===== config.mk =====
export PLATFORM = sky130hd
export DESIGN_NAME = alu_rr_arbiter
export DESIGN_NICKNAME = d
export VERILOG_FILES = /design/src/rtl/alu_pkg.sv /design/src/rtl/rr_arb2.sv /design/src/rtl/alu_rr_arbiter.sv
export SDC_FILE = /design/constraint.sdc
export NUM_CORES = 1
export LEC_CHECK = 0
export CORE_ASPECT_RATIO = 1.25
export CORE_MARGIN = 2
export CORE_UTILIZATION = 39
export DETAILED_ROUTE_END_ITERATION = 10
export GPL_TIMING_DRIVEN = 0
export HOLD_SLACK_MARGIN = 0.15
export PLACE_DENSITY = 0.92
export RECOVER_POWER = 100
export SLEW_MARGIN = 5
export SYNTH_ARGS = -nofsm -noshare
export SYNTH_HDL_FRONTEND = slang
export SYNTH_SLANG_ARGS = --single-unit

===== constraint.sdc =====
create_clock -name clk -period 2.15 [get_ports clk]
set_clock_uncertainty 0.05 [all_clocks]
set_input_delay 0.43 -clock clk [delete_from_list [all_inputs] [get_ports clk]]
set_output_delay 0.43 -clock clk [all_outputs]
set_load 0.02 [all_outputs]

===== src/rtl/alu_pkg.sv =====
// Shared definitions for the ALU arbiter: op codes, FSM encoding and op legality check.
package alu_pkg;

  localparam logic [3:0] OpAdd  = 4'b0000;
  localparam logic [3:0] OpLui  = 4'b0001;
  localparam logic [3:0] OpOri  = 4'b0010;
  localparam logic [3:0] OpSlli = 4'b0011;
  localparam logic [3:0] OpSrli = 4'b0100;
  localparam logic [3:0] OpSub  = 4'b0101;
  localparam logic [3:0] OpAnd  = 4'b0111;
  localparam logic [3:0] OpXor  = 4'b1000;

  typedef enum logic [1:0] {
    StIdle = 2'd0,
    StExec = 2'd1,
    StResp = 2'd2
  } state_e;

  function automatic logic is_legal_op(input logic [3:0] op);
    return op inside {OpAdd, OpLui, OpOri, OpSlli, OpSrli, OpSub, OpAnd, OpXor};
  endfunction

endpackage


===== src/rtl/rr_arb2.sv =====
// Two-way round-robin grant: a lone requester wins outright; on a tie the one not served last wins.
module rr_arb2 (
  input  logic valid0_i,
  input  logic valid1_i,
  input  logic last_grant_i,
  output logic grant_o,
  output logic grant_valid_o
);

  always_comb begin
    grant_valid_o = valid0_i | valid1_i;
    if (valid0_i && valid1_i) begin
      grant_o = ~last_grant_i;
    end else begin
      grant_o = valid1_i;
    end
  end

endmodule


===== src/rtl/alu_rr_arbiter.sv =====
// Shares one combinational ALU between two valid/ready requesters, one op in flight at a time.
module alu_rr_arbiter
  import alu_pkg::*;
#(
  parameter int unsigned DATA_WIDTH = 32,
  parameter int unsigned OP_WIDTH   = 4
) (
  input  logic                  clk,
  input  logic                  reset,

  input  logic                  req0_valid_i,
  output logic                  req0_ready_o,
  input  logic [OP_WIDTH-1:0]   req0_op_i,
  input  logic [DATA_WIDTH-1:0] req0_a_i,
  input  logic [DATA_WIDTH-1:0] req0_b_i,
  output logic                  resp0_valid_o,
  input  logic                  resp0_ready_i,
  output logic [DATA_WIDTH-1:0] resp0_result_o,
  output logic                  resp0_zero_o,
  output logic                  resp0_err_o,

  input  logic                  req1_valid_i,
  output logic                  req1_ready_o,
  input  logic [OP_WIDTH-1:0]   req1_op_i,
  input  logic [DATA_WIDTH-1:0] req1_a_i,
  input  logic [DATA_WIDTH-1:0] req1_b_i,
  output logic                  resp1_valid_o,
  input  logic                  resp1_ready_i,
  output logic [DATA_WIDTH-1:0] resp1_result_o,
  output logic                  resp1_zero_o,
  output logic                  resp1_err_o,

  output logic [OP_WIDTH-1:0]   alu_op_o,
  output logic [DATA_WIDTH-1:0] alu_a_o,
  output logic [DATA_WIDTH-1:0] alu_b_o,
  input  logic [DATA_WIDTH-1:0] alu_result_i,
  input  logic                  alu_zero_i
);

  state_e                state_q;
  logic                  last_grant_q;
  logic                  grant_q;
  logic [OP_WIDTH-1:0]   alu_op_q;
  logic [DATA_WIDTH-1:0] alu_a_q;
  logic [DATA_WIDTH-1:0] alu_b_q;
  logic [DATA_WIDTH-1:0] result_q;
  logic                  zero_q;
  logic                  err_q;
  logic                  resp0_valid_q;
  logic                  resp1_valid_q;

  logic grant;
  logic grant_valid;
  logic idle;
  logic resp_done;

  rr_arb2 u_rr_arb2 (
    .valid0_i      (req0_valid_i),
    .valid1_i      (req1_valid_i),
    .last_grant_i  (last_grant_q),
    .grant_o       (grant),
    .grant_valid_o (grant_valid)
  );

  // Gated by reset so no ready is offered while the block is held in reset.
  assign idle         = reset & (state_q == StIdle);
  assign req0_ready_o = idle & grant_valid & ~grant;
  assign req1_ready_o = idle & grant_valid & grant;
  assign resp_done    = (resp0_valid_q & resp0_ready_i) | (resp1_valid_q & resp1_ready_i);

  always_ff @(posedge clk or negedge reset) begin
    if (!reset) begin
      state_q       <= StIdle;
      last_grant_q  <= 1'b1;
      grant_q       <= 1'b0;
      alu_op_q      <= '0;
      alu_a_q       <= '0;
      alu_b_q       <= '0;
      result_q      <= '0;
      zero_q        <= 1'b0;
      err_q         <= 1'b0;
      resp0_valid_q <= 1'b0;
      resp1_valid_q <= 1'b0;
    end else begin
      unique case (state_q)
        StIdle: begin
          if (grant_valid) begin
            grant_q  <= grant;
            alu_op_q <= grant ? req1_op_i : req0_op_i;
            alu_a_q  <= grant ? req1_a_i : req0_a_i;
            alu_b_q  <= grant ? req1_b_i : req0_b_i;
            state_q  <= StExec;
          end
        end
        StExec: begin
          // Illegal ops still go to the ALU; only the error flag marks them.
          result_q      <= alu_result_i;
          zero_q        <= alu_zero_i;
          err_q         <= ~is_legal_op(alu_op_q);
          resp0_valid_q <= ~grant_q;
          resp1_valid_q <= grant_q;
          state_q       <= StResp;
        end
        StResp: begin
          if (resp_done) begin
            resp0_valid_q <= 1'b0;
            resp1_valid_q <= 1'b0;
            last_grant_q  <= grant_q;
            state_q       <= StIdle;
          end
        end
        default: state_q <= StIdle;
      endcase
    end
  end

  assign alu_op_o       = alu_op_q;
  assign alu_a_o        = alu_a_q;
  assign alu_b_o        = alu_b_q;

  assign resp0_valid_o  = resp0_valid_q;
  assign resp0_result_o = result_q;
  assign resp0_zero_o   = zero_q;
  assign resp0_err_o    = err_q;

  assign resp1_valid_o  = resp1_valid_q;
  assign resp1_result_o = result_q;
  assign resp1_zero_o   = zero_q;
  assign resp1_err_o    = err_q;

endmodule


After elaboration in Yosys (flattened, before gate mapping)
Cells that the tools add are included.
Word-level totals
  register bits: 108
  input port bits: 175
  output and inout bits: 140
  logic and storage cells: 53
Cells by class
  equality and inequality tests: 11
  muxes and demuxes: 10
  bitwise gates (word level): 12
  reduce and logical (&&, ||, !) cells: 9
Operators by type and width (count)
  32-bit 2-to-1 mux: 2
  4-bit by 3-bit == test with 1-bit output (second input constant): 3
  4-bit by 2-bit == test with 1-bit output (second input constant): 2
  2-bit AND reduction: 4
  8-bit nonzero test: 1
  1-bit bitwise AND: 6
  2-bit one-hot mux with 3 select lines: 1
  4-bit by 1-bit == test with 1-bit output (second input constant): 1
  4-bit == test (second input constant): 1
  4-bit zero test: 1
  2-bit 2-to-1 mux: 2
  4-bit 2-to-1 mux: 1
  2-bit inequality test (second input constant): 2
  1-bit NOT: 4
  1-bit one-hot mux with 2 select lines: 2
  2-bit by 1-bit == test with 1-bit output (second input constant): 1
  2-bit == test (second input constant): 1
  2-bit zero test: 1
  1-bit 2-to-1 mux: 2
  1-bit OR: 2
  2-bit nonzero test: 1
  1-bit logical AND: 1

Depth between registers and ports, before layout
  depth in word-level cells: 4
  depth in mapped cells: 5
  gate-level depth less buffers: 3

Hierarchy
Synthesis repeated with hierarchy kept, for this count alone.
Unflattened totals
  cells, all modules: 500
  area total of the unflattened synthesis: 4928.5 um^2
Modules (own cells, without submodules)
  alu_rr_arbiter: instances 1, cells each 498, area each 4914.7 um^2, sequential area each 2703.8 um^2
  rr_arb2: instances 1, cells each 2, area each 13.8 um^2, sequential area each 0.0 um^2

Worst setup path after synthesis
Ideal clock, no wire load.
  path kind: input -> output
  start: input req1_valid_i
  end: output req1_ready_o
  data arrival time: 1.670 ns
  data required time: 1.670 ns
  path slack: 0.000 ns
  stages on the path: 4
  buffers on the path: 2
  path through: a21bo_1 -> buf_6 -> buf_6 -> nor4b_1
Between the ends
  word-level cells in the longest chain between the ends: 3
  elaborated cells on any way between the ends: 5
  those cells by class: mux (1); bitwise (3); reduce/logical (1)
Ends and longest elaborated chain
  start, declared: line alu_rr_arbiter.sv:22  | input logic req1_valid_i,
  1-bit OR or 1-bit logical AND (tied branches): line rr_arb2.sv:11, rr_arb2.sv:12
  1-bit bitwise AND or 1-bit 2-to-1 mux (tied branches): line alu_rr_arbiter.sv:68, rr_arb2.sv:12
  1-bit bitwise AND (*): line alu_rr_arbiter.sv:68  | assign req1_ready_o = idle & grant_valid & grant;
  end, declared: line alu_rr_arbiter.sv:23  | output logic req1_ready_o,
Every way passes the cells marked *; elsewhere a longest branch is shown, timed or not.

Worst setup path in the final report
  start: input req0_valid_i
  end: output req1_ready_o
Between the ends
  word-level cells in the longest chain between the ends: 3
  elaborated cells on any way between the ends: 5
  those cells by class: mux (1); bitwise (3); reduce/logical (1)
Ends and longest elaborated chain
  start, declared: line alu_rr_arbiter.sv:11  | input logic req0_valid_i,
  1-bit OR or 1-bit logical AND (tied branches): line rr_arb2.sv:11, rr_arb2.sv:12
  1-bit bitwise AND or 1-bit 2-to-1 mux (tied branches): line alu_rr_arbiter.sv:68, rr_arb2.sv:12
  1-bit bitwise AND (*): line alu_rr_arbiter.sv:68
Marked as above.

==> impl_metrics.toml <==
[placement]
dpl.hpwl_microns = 12500
placedInstanceArea_sq_mm = 0.00907
gp_routability_congestion = 0.801
preCtsSetupSlack_ns = -1.12
port_buffers = 314

[global_routing]
grt_start_max_net_pins = 89
via_count_of_the_first_global_routing_pass = 4758
grt_first_pass_wirelength_microns = 25000
globalRoute.totalOverflow = 0
grt_antenna_before_repair = 1
globalRouteTotalUtil_pct = 20.4

[timing]
rsz0062_at_grt = "false"
final-max-slew-violation-count = 0
finalHoldViolations = 0
achievable-frequency_ghz = 0.474
whs_ns = 0.161
period_share_pct = 98.2
timing.slew.headroom_pct = 31.6
final.min_clock_period_ns = 2.11
setup_ws_ns = 0.0388
setup_viol = 0
worst_pin_slew_ns = 1.02

[logic_synthesis]
postSynthCellCount = 424
synth_nets = 599
synth.yosys.seq_area_share_pct = 47.7
synth_seq_cells = 108
distinct_cell_type_count_of_the_synthesized_netlist = 25
synth_warnings = 0
post_synth.cell_area_avg_sq_um = 13.4
syn-cell-area_sq_mm = 0.00567

[drt]
wirelength_met1_microns = 5910
wl_per_cell_microns = 16.9
routed_wl_microns = 15900
first_pass_iters = 5
vias = 4404
wire_length_on_met2_microns = 8630
drt_iter0_markers = 173
postRouteAntennaNets = 0
vias_per_cell = 4.70
route.detailed.drc = 0
uppermost_layer_routed = "met4"
route.met3.wl_microns = 1050

[cells_and_area]
drive_above_1_share_pct = 22.7
fill_cells = 1098
final-seq-area_sq_mm = 0.00270
design_area_final_sq_mm = 0.00922
mostFrequentLayoutCell = "clkdlybuf4s50_1"
nets = 929
area_growth_pct = 62.7
multi_input_comb_area_sq_mm = 0.00240
layout.cells.most_common_list = "171 x clkdlybuf4s50_1, 140 x dlygate4sd3_1, 107 x dfrtp_1, 102 x nand2_1, 88 x mux2_4"

[clock_network]
cts_sinks = 108
path_clk_slew_ns = 0.08
cts_root_buf = "clkbuf_16"
cts_buffer_depth = 2
cts_tree = "done"
cts-buffers-inserted = 9
depth_of_the_cts_h_tree = 3
clk_latency_ns = 0.33
holdBufCountCts = 1

[critical_path]
crit_path_cell_trace = "clkdlybuf4s50_1 > a21bo_1 > buf_12 > nor4b_4 > buf_4"
critical_path.max_stage_delay_ns = 0.42
r2r-start = "last_grant_q"
worst_setup_ep_type = "primary output"
critPathSlowestCell = "clkdlybuf4s50_1"
path_class = "in2out"
crit_start = "req0_valid_i"
timing.critical_path.fanout_max = 4
worst_ep_arrival_time_ns = 1.63
setup.worst_path.start_class = "input pin"
required_ns = 1.67

[power_and_ir_drop]
power.share.sequential_pct = 28.9
p_int_mw = 8.00
sw_frac_of_total_pct = 39.2
p_sw_mw = 5.16
share_clk_of_total_power_pct = 12.2
vdd_drop_max_mv = 0.916
power_frac_comb_pct = 58.9
p_leak_nw = 4.27
power_density_mw_per_mm2 = 1430

[floorplan]
die_x_microns = 112
placeableCoreArea_sq_mm = 0.0143
die-height_microns = 139
top_level_i_o_count = 315
initial_utilization_pct = 39.7
rows = 49
die_outline_area_sq_mm = 0.0155

[run_status]
run_status = "complete, no violations"

[min_path]
worst_hold_path_type = "in2async"

[job]
timing.max_cap.violations = 0
==> power groups by stage <==
stage                     sequential (mW)  combinational (mW)  clock (mW)
final                                3.80                7.76        1.60
after global routing                 3.95                8.24        1.72
after CTS                            3.86                8.50        1.65
after detailed placement             3.84                8.42           0
after global placement               3.79                8.24           0
after floorplan                      4.95                3.60           0
==> metrics by stage <==
stage	TNS (ns)	utilization (%)	instances	total power [mW]
2_1_floorplan	0	-	424	8.55
4_1_cts	0	65.9	938	14.0
3_5_place_dp	-19.26	63.5	917	12.3
3_3_place_gp	-414.97	63.3	916	12.0
5_1_grt	0	64.6	938	13.9
6_report	0	64.6	938	13.2
==> sequential cells by signal, summed over array words and instances, names as in the netlist <==
name and cells:
alu_b_o 32, alu_a_o 32, resp1_valid_o 1, resp0_err_o 1, resp0_result_o 32, alu_op_o 4, state_q 2, resp0_zero_o 1
grant_q 1, resp0_valid_o 1, last_grant_q 1
==> synthesized netlist by cell type <==
library cell  number  area, sq um
mux2_4           127         1910
dfrtp_1          107         2680
nand2_1          102          383
buf_4             40          300
mux2_2            10          113
buf_6              8         90.1
buf_2              5         25.0
nor2b_1            3         18.8
buf_1              2         7.51
clkbuf_1           2         7.51
nand2b_1           2         12.5
nor2_1             2         7.51
o21ai_0            2         10.0
a211oi_1           1         7.51
a21bo_1            1         10.0
a21oi_1            1         5.00
a22o_1             1         8.76
and3_1             1         6.26
dfstp_2            1         26.3
inv_1              1         3.75
nor3_2             1         10.0
nor4b_1            1         8.76
o21a_1             1         7.51
o22ai_1            1         6.26
o32ai_1            1         8.76
==> worst max-delay path, delay by kind of cell <==
family | cells | cell delay, ns
AO/OA/AOI/OAI | 1 | 0.22
buffers and inverters | 3 | 0.74
AND/OR/NAND/NOR | 1 | 0.24
==> layout make-up <==
cell class                      count  area share, %
Clock buffer                       10           2.48
Clock inverter                      6          0.611
Buffer                             56           4.41
Antenna cell                        1         0.0271
Multi-Input combinational cell    258           26.1
Timing Repair Buffer              320           34.6
Inverter                            1         0.0407
Tap cell                          178           2.42
Sequential cell                   108           29.3
==> timing repair <==
item / CTS / global route
pin swaps: 1 / 1
resized for setup: 18 / 0
setup endpoints to repair: 9 / 22
endpoints found under the hold margin: 22 / 85
setup buffers: 5 / 0
==> cell families (layout without fill, tap and decap cells) <==
kind of cell	count (synthesis)	count (layout)	synth area share (%)
other	0	1	0
muxes	137	137	35.6
AOI/OAI and AO/OA	9	9	1.13
buffers and inverters	58	393	7.66
DFF	108	108	47.7
and+or+nand+nor	112	112	7.88
==> path summary, 6_finish.rpt <==
check	to	slack, ns	depth (start not counted)
min in group clk	resp0_result_o[9]	0.45	2
min reg2reg	resp0_result_o[9]	0.45	2
min	resp0_result_o[2]	0.16	2
max in group asynchronous	alu_a_o[25]	0.53	2
max reg2reg	alu_b_o[17]	0.09	6
max	req1_ready_o	0.04	5
==> layer usage <==
layer | GRT usage [%] | up-vias
met1 | 22.7 | 2132
met5 | 0 | -
met3 | 4.81 | 18
met2 | 38.5 | 200
li1 | - | 2054
met4 | 5.52 | 0
Power figures use the tool's default switching activity.
